===== src/rtl/mem_port_arbiter.sv =====
// Arbitrates the CPU's single memory port between instruction fetch and load/store.
// One transaction outstanding; data wins unless fetch has been starved DATA_BURST_MAX times.
module mem_port_arbiter #(
  parameter int unsigned DATA_BURST_MAX = 4
) (
  input  logic        clk,
  input  logic        rst,
  input  logic        if_req_in,
  input  logic [31:0] if_addr_in,
  input  logic        if_flush_in,
  output logic        if_gnt_out,
  output logic        if_rvalid_out,
  output logic [31:0] if_rdata_out,
  input  logic        d_req_in,
  input  logic        d_we_in,
  input  logic [3:0]  d_be_in,
  input  logic [31:0] d_addr_in,
  input  logic [31:0] d_wdata_in,
  output logic        d_gnt_out,
  output logic        d_rvalid_out,
  output logic [31:0] d_rdata_out,
  output logic        mem_req_out,
  output logic        mem_we_out,
  output logic [3:0]  mem_be_out,
  output logic [31:0] mem_addr_out,
  output logic [31:0] mem_wdata_out,
  input  logic        mem_ready_in,
  input  logic        mem_rvalid_in,
  input  logic [31:0] mem_rdata_in
);

  localparam logic [3:0] BURST_MAX = 4'(DATA_BURST_MAX);

  typedef enum logic [1:0] {S_IDLE, S_REQ, S_RESP} state_e;
  typedef enum logic {OWN_FETCH, OWN_DATA} owner_e;

  state_e      state_q, state_d;
  owner_e      owner_q, owner_d;
  logic [3:0]  burst_cnt_q, burst_cnt_d;
  logic        flush_pending_q, flush_pending_d;
  logic        if_gnt_q, if_gnt_d;
  logic        d_gnt_q, d_gnt_d;
  logic        if_rvalid_q, if_rvalid_d;
  logic        d_rvalid_q, d_rvalid_d;
  logic [31:0] if_rdata_q, if_rdata_d;
  logic [31:0] d_rdata_q, d_rdata_d;
  logic        mem_req_q, mem_req_d;
  logic        mem_we_q, mem_we_d;
  logic [3:0]  mem_be_q, mem_be_d;
  logic [31:0] mem_addr_q, mem_addr_d;
  logic [31:0] mem_wdata_q, mem_wdata_d;

  logic pick_data;
  logic fetch_dropped;

  // Fetch only beats a concurrent data request once the data streak hits the bound.
  assign pick_data     = d_req_in && !(if_req_in && (burst_cnt_q == BURST_MAX));
  assign fetch_dropped = flush_pending_q || if_flush_in;

  always_comb begin
    state_d         = state_q;
    owner_d         = owner_q;
    burst_cnt_d     = burst_cnt_q;
    flush_pending_d = flush_pending_q;
    if_gnt_d        = 1'b0;
    d_gnt_d         = 1'b0;
    if_rvalid_d     = 1'b0;
    d_rvalid_d      = 1'b0;
    if_rdata_d      = if_rdata_q;
    d_rdata_d       = d_rdata_q;
    mem_req_d       = mem_req_q;
    mem_we_d        = mem_we_q;
    mem_be_d        = mem_be_q;
    mem_addr_d      = mem_addr_q;
    mem_wdata_d     = mem_wdata_q;

    case (state_q)
      S_IDLE: begin
        if (if_req_in || d_req_in) begin
          state_d   = S_REQ;
          mem_req_d = 1'b1;
          if (pick_data) begin
            owner_d     = OWN_DATA;
            d_gnt_d     = 1'b1;
            mem_we_d    = d_we_in;
            mem_be_d    = d_be_in;
            mem_addr_d  = d_addr_in;
            mem_wdata_d = d_wdata_in;
            if (if_req_in) begin
              burst_cnt_d = (burst_cnt_q == BURST_MAX) ? BURST_MAX : burst_cnt_q + 4'd1;
            end else begin
              burst_cnt_d = 4'd0;
            end
          end else begin
            owner_d     = OWN_FETCH;
            if_gnt_d    = 1'b1;
            mem_we_d    = 1'b0;
            mem_be_d    = 4'hF;
            mem_addr_d  = if_addr_in;
            mem_wdata_d = 32'd0;
            burst_cnt_d = 4'd0;
          end
        end
      end
      S_REQ: begin
        if (owner_q == OWN_FETCH && if_flush_in) begin
          flush_pending_d = 1'b1;
        end
        if (mem_ready_in) begin
          mem_req_d = 1'b0;
          state_d   = S_RESP;
        end
      end
      S_RESP: begin
        if (owner_q == OWN_FETCH && if_flush_in) begin
          flush_pending_d = 1'b1;
        end
        if (mem_rvalid_in) begin
          state_d         = S_IDLE;
          flush_pending_d = 1'b0;
          if (owner_q == OWN_DATA) begin
            d_rvalid_d = 1'b1;
            d_rdata_d  = mem_we_q ? 32'd0 : mem_rdata_in;
          end else if (!fetch_dropped) begin
            if_rvalid_d = 1'b1;
            if_rdata_d  = mem_rdata_in;
          end
        end
      end
      default: state_d = S_IDLE;
    endcase
  end

  always_ff @(posedge clk) begin
    if (!rst) begin
      state_q         <= S_IDLE;
      owner_q         <= OWN_FETCH;
      burst_cnt_q     <= 4'd0;
      flush_pending_q <= 1'b0;
      if_gnt_q        <= 1'b0;
      d_gnt_q         <= 1'b0;
      if_rvalid_q     <= 1'b0;
      d_rvalid_q      <= 1'b0;
      if_rdata_q      <= 32'd0;
      d_rdata_q       <= 32'd0;
      mem_req_q       <= 1'b0;
      mem_we_q        <= 1'b0;
      mem_be_q        <= 4'd0;
      mem_addr_q      <= 32'd0;
      mem_wdata_q     <= 32'd0;
    end else begin
      state_q         <= state_d;
      owner_q         <= owner_d;
      burst_cnt_q     <= burst_cnt_d;
      flush_pending_q <= flush_pending_d;
      if_gnt_q        <= if_gnt_d;
      d_gnt_q         <= d_gnt_d;
      if_rvalid_q     <= if_rvalid_d;
      d_rvalid_q      <= d_rvalid_d;
      if_rdata_q      <= if_rdata_d;
      d_rdata_q       <= d_rdata_d;
      mem_req_q       <= mem_req_d;
      mem_we_q        <= mem_we_d;
      mem_be_q        <= mem_be_d;
      mem_addr_q      <= mem_addr_d;
      mem_wdata_q     <= mem_wdata_d;
    end
  end

  assign if_gnt_out    = if_gnt_q;
  assign d_gnt_out     = d_gnt_q;
  assign if_rvalid_out = if_rvalid_q;
  assign d_rvalid_out  = d_rvalid_q;
  assign if_rdata_out  = if_rdata_q;
  assign d_rdata_out   = d_rdata_q;
  assign mem_req_out   = mem_req_q;
  assign mem_we_out    = mem_we_q;
  assign mem_be_out    = mem_be_q;
  assign mem_addr_out  = mem_addr_q;
  assign mem_wdata_out = mem_wdata_q;

endmodule


===== config.mk =====
export PLATFORM = sky130hd
export DESIGN_NAME = mem_port_arbiter
export DESIGN_NICKNAME = d
export VERILOG_FILES = /design/src/rtl/mem_port_arbiter.sv
export SDC_FILE = /design/constraint.sdc
export NUM_CORES = 1
export LEC_CHECK = 0
export ABC_AREA = 1
export BUFFER_PORTS_ARGS = -buffer_cell sky130_fd_sc_hd__buf_2
export CAP_MARGIN = 10
export CELL_PAD_IN_SITES_DETAIL_PLACEMENT = 0
export CELL_PAD_IN_SITES_GLOBAL_PLACEMENT = 2
export CORE_MARGIN = 4
export CORE_UTILIZATION = 22
export DETAILED_ROUTE_END_ITERATION = 8
export MAX_ROUTING_LAYER = met4
export PLACE_DENSITY = 0.83
export REMOVE_ABC_BUFFERS = 1
export SLEW_MARGIN = 30
export SYNTH_ARGS = -nofsm -noshare
export SYNTH_HDL_FRONTEND = slang
export SYNTH_SLANG_ARGS = --single-unit

===== constraint.sdc =====
create_clock -name clk -period 1.5 [get_ports clk]
set_input_delay 0.15 -clock clk [delete_from_list [all_inputs] [get_ports clk]]
set_output_delay 0.15 -clock clk [all_outputs]
set_load 0.02 [all_outputs]

==> key figures <==
Route
  • Wire length per cell: 15.88 um
  • ANT nets after route: 0
  • 1st-iter DRT viols: 264
  • Drt pass-1 iters: 5
  • Vias per inst: 4.499
  • WL final: 23550 um
  • Residual DRC: 0
  • Via total after detailed routing: 6672

STA
  • RSZ-0062 raised after global routing: true
  • Fin crit period: 1.531 ns
  • Final hold violation count: 0
  • Worst clock skew: 0.01169 ns
  • Period utilization: 102.1%
  • Worst slew margin: 68.69%
  • Fmax: 0.6530 GHz
  • Slew of the pin with the lowest slew margin: 0.4696 ns
  • Fin. max-slew vios: 0
  • Post-route setup TNS: -0.4188 ns
  • Final setup violation count: 19
  • Final setup margin: -0.03141 ns

Critical path
  • Startpoint Class: register
  • Critical Path, Cell by Cell: inv_4 > ha_4 > nand2_4 > inv_2 > nand3_2 > buf_12 > clkinvlp_4 > clkbuf_16 > nor2_4 > nor2_1
  • Crit path max fanout: 8
  • FF-to-FF setup slack: -0.03 ns
  • Slowest cell on crit path: dfxtp_2
  • Type of destination of the critical path: register
  • Largest stage delay on the critical path: 0.35 ns
  • Crit path DAT: 1.84 ns
  • Type of the worst setup path: reg -> reg
  • Worst endpoint required time: 1.81 ns

Layout
  • Final core occ: 36.62%
  • Fillers: 2803
  • N_diodes: 0
  • Multi-input gate area: 2878 um2
  • # nets final: 1281
  • Layout area overhead: 62.34%
  • Commonest non-fill, non-tap cell in the layout: buf_2
  • FF+latch area: 2928 um2
  • Most frequent cells in the layout: 276 x buf_2, 142 x dfxtp_1, 124 x nor2_1, 110 x nand2_1, 94 x o21ai_0
  • Fraction of layout cells with a size suffix above 1: 35.98%
  • Final instance area: 9651 um2
  • Final Non-Filler Cells: 1483

Status
  • Failing checks: negative setup slack
  • Status: complete, but fails checks

Logic synthesis
  • Area leader, netlist: dfxtp_1
  • Register area share after synthesis: 49.17%
  • Cell Area, Synth: 5944 um2
  • Syn Area/Cell: 7.544 um2
  • Flops & latches, synth: 146
  • Post-synth top area share: 49.17%
  • Mapped Cells: 788
  • Largest cells by area after synthesis: dfxtp_1 49%, nor2_1 9.7%, o21ai_0 8.1%, nand2_1 7.0%, nand3_1 5.7%
  • Synth warnings: 0
  • Distinct cell type count after synthesis: 24

Clock network
  • Worst skew pair latency: 0.43 ns
  • CTS tree: done
  • CTS buffer count: 17
  • Max clock buf depth: 2
  • H-tree Lvls: 4
  • Clock slew at reported path FFs: 0.07 ns
  • CTS root buf: clkbuf_16
  • Clock Sinks: 146

Power
  • Max VDD drop: 0.7099 mV
  • Leak pwr: 0.004534 uW
  • PwrDens: 1519 nW/um2

Global routing
  • Total track usage: 14.78%
  • First-pass GRT wire length: 33950 um
  • Total gr overflow: 0
  • Largest net degree at the start of global routing: 103
  • Number of global-route vias before repair: 6330
  • Initial antenna violation count: 0

Floorplanning
  • Die Y: 172.4 um
  • Core box area: 26350 um2
  • Die width: 172.4 um
  • Die area: 29710 um2
  • # rows: 59
  • Top Ports: 278
  • Initial core utilization: 22.56%

Place
  • Cells after DPL: 1374
  • IO buf count: 277
  • Placed instance area: 7933 um2
  • Routability congestion estimate: 0.7562
  • HPWL after detailed placement: 15080 um

Run
  • Maxcap violations: 0

Min path
  • Worst hold-check path type: in -> reg
[flip-flops by register name (all words and copies together) (netlist names), 2 cells and up]
name	cells
mem_addr_out	32
if_rdata_out	32
mem_be_out	4
d_rdata_out	32
mem_wdata_out	32
state_q	2
burst_cnt_q	4
[timing repair]
item,in CTS,in global routing
pin swaps,0,10
setup buffers,0,4
endpoints found under the setup margin,9,118
resized for setup,1,89
cloned,0,8
hold buffers,65,0
hold endpoints to repair,86,0
[metal layers]
metal | global-route usage, % | up-vias | part of all wire [%]
li1 | - | 3336 | -
met1 | 18.28 | 3066 | 45
met2 | 23.31 | 246 | 46
met3 | 4.961 | 24 | 7.2
met4 | 3.725 | 0 | 1.4
met5 | - | - | 0
[cell usage after synthesis]
library cell / count
nor2_4: 1
nand3_1: 68
ha_1: 6
buf_4: 3
clkinv_1: 1
buf_2: 21
o211ai_1: 2
a21boi_0: 4
xnor2_1: 1
o21ai_1: 5
buf_1: 5
inv_2: 2
o21ai_0: 96
inv_1: 19
a211oi_1: 1
nand4_1: 37
nor2_1: 154
nand2_1: 111
a21boi_1: 28
clkbuf_1: 34
a21oi_1: 39
a31oi_1: 1
dfxtp_1: 146
buf_6: 3
[power breakdown]
group	switching (uW)	internal, uW	total [uW]	leakage [uW]
clock network	1930	2170	4100	0.000262
logic	3330	2230	5560	0.00308
registers	401	4590	4990	0.00119
total	5660	8990	14700	0.00453
[critical path, delay by kind of cell, from the launching register on]
| family | cells | cell delay, ns |
|---|---|---|
| and+or+nand+nor | 4 | 0.25 |
| adders and majority gates | 1 | 0.16 |
| buffers and inverters | 5 | 0.66 |
| DFF | 1 | 0.35 |
[kinds of logic (layout without fill, tap and decap cells)]
logic type      count (synthesis)  after routing  share of synthesized area, %
compound gates                176            176                         16.31
xor+xnor                        1              1                        0.1474
fa+ha+maj                       6              6                         1.263
buf+inv                        88            448                         6.567
flops                         146            146                         49.17
simple gates                  371            371                         26.54
[through the flow]
stage | setup WS [ns] | hold slack [ns] | total power, uW
finish | -0.03141 | 0.01991 | 14650
global route | -0.1029 | 0.01810 | 15630
CTS | 0.004622 | 0.0005535 | 14170
detailed placement | -0.01219 | 0.3789 | 9857
global placement | 0.03543 | 0.3782 | 9843
floorplan | -2.053 | 0.2450 | 7652
[path summary, 6_finish.rpt]
kind | to | start | cells after the start
worst min-delay path | mem_wdata_out[27] | d_wdata_in[27] | 3
worst max-delay path | if_rdata_out[29] | state_q[0] | 10
worst max register to register | if_rdata_out[29] | state_q[0] | 10
worst min register to register | mem_wdata_out[17] | mem_wdata_out[17] | 2
[cell type report]
| type | count | share of cell area [%] |
|---|---|---|
| Tap cell | 335 | 4.343 |
| Inverter | 22 | 0.9465 |
| Clock inverter | 14 | 1.245 |
| Timing Repair Buffer | 394 | 28.86 |
| Multi-Input combinational cell | 554 | 29.82 |
| Clock buffer | 18 | 4.447 |
| Sequential cell | 146 | 30.34 |
Power figures use the tool's default switching activity.
